## src/rtl/stopwatch_ctrl_fsm.sv

```systemverilog
// stopwatch_ctrl_fsm: run-control sequencer for the stopwatch.
// Debounces start/stop, lap and clear, runs the run/pause/lap state machine,
// drives counter/display enables, pulses the counter clear and issues
// refresh requests to the SPI driver over a req/ack handshake.
// Optional feature macro: SW_AUTO_STOP_EN (stop the count at 59:59:99).
module stopwatch_ctrl_fsm #(
  parameter int unsigned DEBOUNCE_CYCLES = 10000,
  parameter int unsigned DB_W            = 14
) (
  input  logic       clk,
  input  logic       res,
  input  logic       btn_start_stop,
  input  logic       btn_lap,
  input  logic       btn_clear,
  input  logic       tick_100hz,
  input  logic       at_max,
  input  logic       refresh_ack,
  output logic       counter_enable,
  output logic       display_enable,
  output logic       counter_clear,
  output logic       refresh_req,
  output logic [2:0] state
);

  localparam int unsigned NBTN = 3;
  localparam int unsigned BTN_START = 0;
  localparam int unsigned BTN_LAP   = 1;
  localparam int unsigned BTN_CLEAR = 2;
  localparam logic [DB_W-1:0] DB_LAST = DB_W'(DEBOUNCE_CYCLES - 1);

  typedef enum logic [2:0] {
    ST_IDLE      = 3'b000,
    ST_RUN       = 3'b001,
    ST_LAP       = 3'b010,
    ST_PAUSE     = 3'b011,
    ST_LAP_PAUSE = 3'b100
  } state_e;

  // ---------------------------------------------------------------------------
  // Debounce
  // ---------------------------------------------------------------------------
  logic [NBTN-1:0] btn_raw;
  logic [NBTN-1:0] sync1_q;
  logic [NBTN-1:0] sync2_q;
  logic [NBTN-1:0] level_q;
  logic [NBTN-1:0] event_q;
  logic [DB_W-1:0] cnt_q [NBTN];

  assign btn_raw = {btn_clear, btn_lap, btn_start_stop};

  // Two-flop synchroniser, mismatch-run counter and press-edge event per button
  always_ff @(posedge clk) begin
    if (res) begin
      sync1_q <= '0;
      sync2_q <= '0;
      level_q <= '0;
      event_q <= '0;
      for (int i = 0; i < NBTN; i++) begin
        cnt_q[i] <= '0;
      end
    end else begin
      sync1_q <= btn_raw;
      sync2_q <= sync1_q;
      for (int i = 0; i < NBTN; i++) begin
        if (sync2_q[i] != level_q[i]) begin
          if (cnt_q[i] == DB_LAST) begin
            level_q[i] <= sync2_q[i];
            cnt_q[i]   <= '0;
            // Only the press edge (accepted 0->1) produces an event
            event_q[i] <= sync2_q[i];
          end else begin
            cnt_q[i]   <= cnt_q[i] + DB_W'(1);
            event_q[i] <= 1'b0;
          end
        end else begin
          cnt_q[i]   <= '0;
          event_q[i] <= 1'b0;
        end
      end
    end
  end

  logic ev_start;
  logic ev_lap;
  logic ev_clear;

  assign ev_start = event_q[BTN_START];
  assign ev_lap   = event_q[BTN_LAP];
  assign ev_clear = event_q[BTN_CLEAR];

  // ---------------------------------------------------------------------------
  // Auto-stop at full count (optional)
  // ---------------------------------------------------------------------------
  logic auto_stop;
  logic start_blocked;

`ifdef SW_AUTO_STOP_EN
  // The tick that reaches the maximum is the last increment; a full count
  // cannot be resumed, only cleared.
  assign auto_stop     = tick_100hz & at_max;
  assign start_blocked = at_max;
`else
  logic unused_at_max;
  assign unused_at_max = at_max;
  assign auto_stop     = 1'b0;
  assign start_blocked = 1'b0;
`endif

  // ---------------------------------------------------------------------------
  // Run-control state machine
  // ---------------------------------------------------------------------------
  state_e state_q;
  state_e state_d;
  logic   clear_d;
  logic   ce_q;
  logic   de_q;
  logic   clear_q;

  // Next state: clear > start_stop > lap among the events the state honours
  always_comb begin
    state_d = state_q;
    clear_d = 1'b0;
    case (state_q)
      ST_IDLE: begin
        if (ev_clear) begin
          clear_d = 1'b1;
        end else if (ev_start) begin
          state_d = ST_RUN;
        end
      end
      ST_RUN: begin
        if (auto_stop || ev_start) begin
          state_d = ST_PAUSE;
        end else if (ev_lap) begin
          state_d = ST_LAP;
        end
      end
      ST_LAP: begin
        if (auto_stop || ev_start) begin
          state_d = ST_LAP_PAUSE;
        end else if (ev_lap) begin
          state_d = ST_RUN;
        end
      end
      ST_PAUSE: begin
        if (ev_clear) begin
          state_d = ST_IDLE;
          clear_d = 1'b1;
        end else if (ev_start && !start_blocked) begin
          state_d = ST_RUN;
        end
      end
      ST_LAP_PAUSE: begin
        if (ev_clear) begin
          state_d = ST_IDLE;
          clear_d = 1'b1;
        end else if (ev_start) begin
          state_d = ST_LAP;
        end else if (ev_lap) begin
          state_d = ST_PAUSE;
        end
      end
      default: begin
        state_d = ST_IDLE;
      end
    endcase
  end

  // State register with enables decoded from the next state so they align
  always_ff @(posedge clk) begin
    if (res) begin
      state_q <= ST_IDLE;
      ce_q    <= 1'b0;
      de_q    <= 1'b1;
      clear_q <= 1'b0;
    end else begin
      state_q <= state_d;
      ce_q    <= (state_d == ST_RUN) || (state_d == ST_LAP);
      de_q    <= (state_d == ST_IDLE) || (state_d == ST_RUN) || (state_d == ST_PAUSE);
      clear_q <= clear_d;
    end
  end

  // ---------------------------------------------------------------------------
  // Display refresh handshake
  // ---------------------------------------------------------------------------
  logic de_prev_q;
  logic req_q;
  logic req_d;
  logic pend_q;
  logic pend_d;
  logic trig_c;

  assign trig_c = (tick_100hz & de_q) | (de_q & ~de_prev_q) | clear_q;

  // Request/ack with a single coalescing pending flag
  always_comb begin
    req_d  = req_q;
    pend_d = pend_q;
    if (req_q) begin
      if (refresh_ack) begin
        req_d = 1'b0;
      end
      pend_d = pend_q | trig_c;
    end else if (pend_q || trig_c) begin
      req_d  = 1'b1;
      pend_d = 1'b0;
    end
  end

  // Handshake registers; de_prev starts high so reset exit is not a refresh
  always_ff @(posedge clk) begin
    if (res) begin
      de_prev_q <= 1'b1;
      req_q     <= 1'b0;
      pend_q    <= 1'b0;
    end else begin
      de_prev_q <= de_q;
      req_q     <= req_d;
      pend_q    <= pend_d;
    end
  end

  assign counter_enable = ce_q;
  assign display_enable = de_q;
  assign counter_clear  = clear_q;
  assign refresh_req    = req_q;
  assign state          = 3'(state_q);

endmodule

```

## config.mk

```make
export PLATFORM = sky130hd
export DESIGN_NAME = stopwatch_ctrl_fsm
export DESIGN_NICKNAME = d
export VERILOG_FILES = /design/src/rtl/stopwatch_ctrl_fsm.sv
export SDC_FILE = /design/constraint.sdc
export NUM_CORES = 1
export LEC_CHECK = 0
export CORE_MARGIN = 8
export CORE_UTILIZATION = 43
export CTS_CLUSTER_SIZE = 40
export DETAILED_ROUTE_END_ITERATION = 7
export SLEW_MARGIN = 20
export SYNTH_ARGS = -nofsm -noshare
export SYNTH_HDL_FRONTEND = slang
export SYNTH_SLANG_ARGS = --single-unit
```

## constraint.sdc

```tcl
create_clock -name clk -period 2.49 [get_ports clk]
set_input_delay 0.498 -clock clk [delete_from_list [all_inputs] [get_ports clk]]
set_output_delay 0.498 -clock clk [all_outputs]
set_load 0.01 [all_outputs]
```

==> flow_metrics.py <==
metrics = {
    "floorplanning": {
        "initial_core_util_pct": 44.3,
        "pin_count": 15,
        "die_y_um": 99.4,
        "die_x_extent_um": 99.4,
        "row_count": 30,
        "die-area_um2": 9880,
        "core_region_area_um2": 6760,
    },
    "timing": {
        "setup_repair_after_global_routing_missed_its_margin": "no",
        "finalClockSkew_ps": 4.29,
        "fmax_ghz": 0.465,
        "fin_crit_sh_pct": 86.3,
        "remaining_max_slew_budget_at_the_tightest_pin_pct": 64.0,
        "worst_slew_pin_slew_ps": 535,
        "tns_ps": 0,
        "drv_slew": 0,
        "finalHoldViolCount": 0,
        "setup-violations-final": 0,
        "fin_crit_ps": 2150,
    },
    "global_routing": {
        "grt_use_met1_pct": 12.9,
        "antenna_found_initial": 0,
        "grt_pass1_wl_mm": 8.65,
        "grt_util_all_layers_pct": 10.9,
        "grt.overflow.total": 0,
        "met3_usage_pct": 2.65,
        "grt_max_degree": 15,
        "grt-busiest-layer": "met2",
        "global_route_track_usage_on_met2_pct": 16.9,
        "grt_pass1_vias": 1977,
    },
    "worst_setup_path": {
        "cp_slowest_stage_delay_ps": 560,
        "critical_path_data_required_time_ps": 2560,
        "critPathMaxFanout": 14,
        "ff2ff_path_depth": 4,
        "worst_ep_arrival_time_ps": 2220,
        "timing.critical_path.to_type": "flop",
        "worstSetupStartpointType": "flop",
        "critical_path_class": "reg -> reg",
        "slowest_stage": "or4_1",
        "crit_path_cell_trace": "or4_1 > nor3_2 > or3_1 > nor2_1",
    },
    "placed_design": {
        "detailedPlacementHpwl_mm": 3.38,
        "placedCellCount": 408,
        "dpl-instance-area_um2": 3340,
        "place.gp.congestion": 0.755,
        "place.port_buffers": 13,
    },
    "final_layout": {
        "fillerInstances": 648,
        "multi_input_area_um2": 1400,
        "final_cell_count_no_fill": 424,
        "post-route-cell-area_um2": 3520,
        "commonest_cells_after_routing_fill_and_taps_aside": "58 x nor2_1, 42 x edfxtp_1, 42 x conb_1",
        "syn_to_final_growth_pct": 17.8,
        "finalNetCount": 350,
        "antenna_cells_inserted": 0,
        "drive_above_1_share_pct": 6.98,
        "final_common_cell": "nor2_1",
        "ff_latch_area_um2": 1680,
    },
    "clock_network": {
        "cts_max_level": 3,
        "clock_tree_from_tritoncts": "yes",
        "number_of_cells_upsized_or_downsized_after_cts": 0,
        "path_clk_slew_ps": 70,
        "cts.hold.buffers_added": 0,
        "cts-buffers-inserted": 9,
        "post-cts-setup-buffer-count": 0,
        "clock_latency_ps": 330,
        "cts_max_path_buffers": 2,
        "clockRootBuffer": "clkbuf_8",
        "cts.sinks": 63,
    },
    "synth": {
        "syn_area_um2": 2990,
        "postSynthAreaPerCell_um2": 10.7,
        "synth.ff_latch_count": 63,
        "synth.yosys.warnings": 0,
        "yosys.cell_types.count": 37,
        "proportion_of_synthesized_chip_area_in_sequential_cells_pct": 56.2,
        "synth_cells": 279,
    },
    "flow_run": {
        "cap_viol_max_count": 0,
    },
    "worst_hold_path": {
        "hold_path.class": "reg -> reg",
        "hold-path-cell-count": 1,
    },
    "power_and_ir_drop": {
        "static-leakage-power_nw": 1.26,
        "irDropWorstVdd_uv": 249,
        "totalPowerFinal_mw": 2.10,
        "power_density_nw_per_um2": 595,
    },
    "drt": {
        "vias": 1993,
        "drt-total-wl_mm": 4.73,
        "drtAntennaViolNets": 0,
        "drc_violations": 0,
        "drt_pre_antenna_iters": 4,
        "vias_per_cell": 4.70,
        "drt-wirelength-per-cell_um": 11.2,
        "drt_iter0_drc": 49,
    },
    "run_status": {
        "status": "finished, final reports clean",
    },
}
[flip-flops by register name, summed over array words and instances (netlist names)]
signal          count
sync2_q             3
cnt_q              42
event_q             3
counter_clear       1
state               3
display_enable      1
level_q             3
sync1_q             3
counter_enable      1
pend_q              1
de_prev_q           1
refresh_req         1
[worst max-delay path: cells and delay by family, from the launching register on]
family	cells	cell delay (ps)
simple gates	4	1430
flops	1	460
[synthesized netlist by cell type (all sizes together)]
cell type,number,share of area (%)
nand2,15,1.9
or4,1,0.25
nor2,60,7.7
nor4,3,0.63
a211oi,3,0.75
xor2,19,5.6
dfxtp,21,14
o21ai,1,0.17
buf,4,1.4
clkbuf,3,0.38
inv,4,0.50
edfxtp,42,42
nand2b,5,1.0
and2b,1,0.25
or3,2,0.42
nor4b,5,1.5
nand4bb,1,0.38
nor2b,10,2.1
xnor2,21,6.2
nor4bb,2,0.67
nand3,21,3.5
nor3,5,1.0
or2,3,0.63
nand4,4,0.84
and3,7,1.5
nor3b,3,0.75
a21oi,4,0.67
or3b,1,0.29
a2111oi,1,0.50
ha,3,1.3
conb,1,0.13
mux2i,3,1.0
[routing by layer]
metal  part of all wire (%)  wire, µm
met2                     46      2170
met3                    3.1       146
met5                      0         0
met4                    2.3       109
met1                     49      2300
[area by class of cell]
cell class / instances / area share [%]
clock inverters: 3 / 0.426
repair buffers: 15 / 4.12
well taps: 80 / 2.84
clock buffers: 13 / 4.83
multi-input cells: 246 / 39.6
flip-flops and latches: 63 / 47.7
inverters: 4 / 0.426
[power by group]
group	internal (mW)	switching (mW)
sequential	1.15	0.0323
clock	0.445	0.383
combinational	0.0422	0.0427
[per-stage QoR]
step	util, %	setup slack [ps]	hold slack [ps]
final	52.1	341	438
after global routing	52.1	138	464
after CTS	52.1	293	445
after detailed placement	49.4	284	430
after global placement	49.4	325	417
after floorplan	-	659	414
[kinds of logic (layout without fill, tap and decap cells)]
logic type               after synthesis  in the layout  share of synthesized area, %
AO/OA/AOI/OAI                          9              9                          2.09
XOR/XNOR                              40             40                          11.7
adder cells (fa/ha/maj)                3              3                          1.26
buffers and inverters                 11             35                          2.26
flip-flops                            63             63                          56.2
multiplexers                           3              3                          1.00
other                                  1             42                         0.125
AND/OR/NAND/NOR                      149            149                          25.3
[worst paths after layout]
| check | slack (ps) | endpoint | startpoint |
|---|---|---|---|
| max | 340 | cnt_q[2][10]$_SDFFCE_PP0P_ | cnt_q[2][6]$_SDFFCE_PP0P_ |
| min | 440 | sync2_q[2]$_SDFF_PP0_ | sync1_q[2]$_SDFF_PP0_ |
| max reg2reg | 340 | cnt_q[2][10]$_SDFFCE_PP0P_ | cnt_q[2][6]$_SDFFCE_PP0P_ |
| min reg2reg | 440 | sync2_q[2]$_SDFF_PP0_ | sync1_q[2]$_SDFF_PP0_ |
Power figures use the tool's default switching activity.
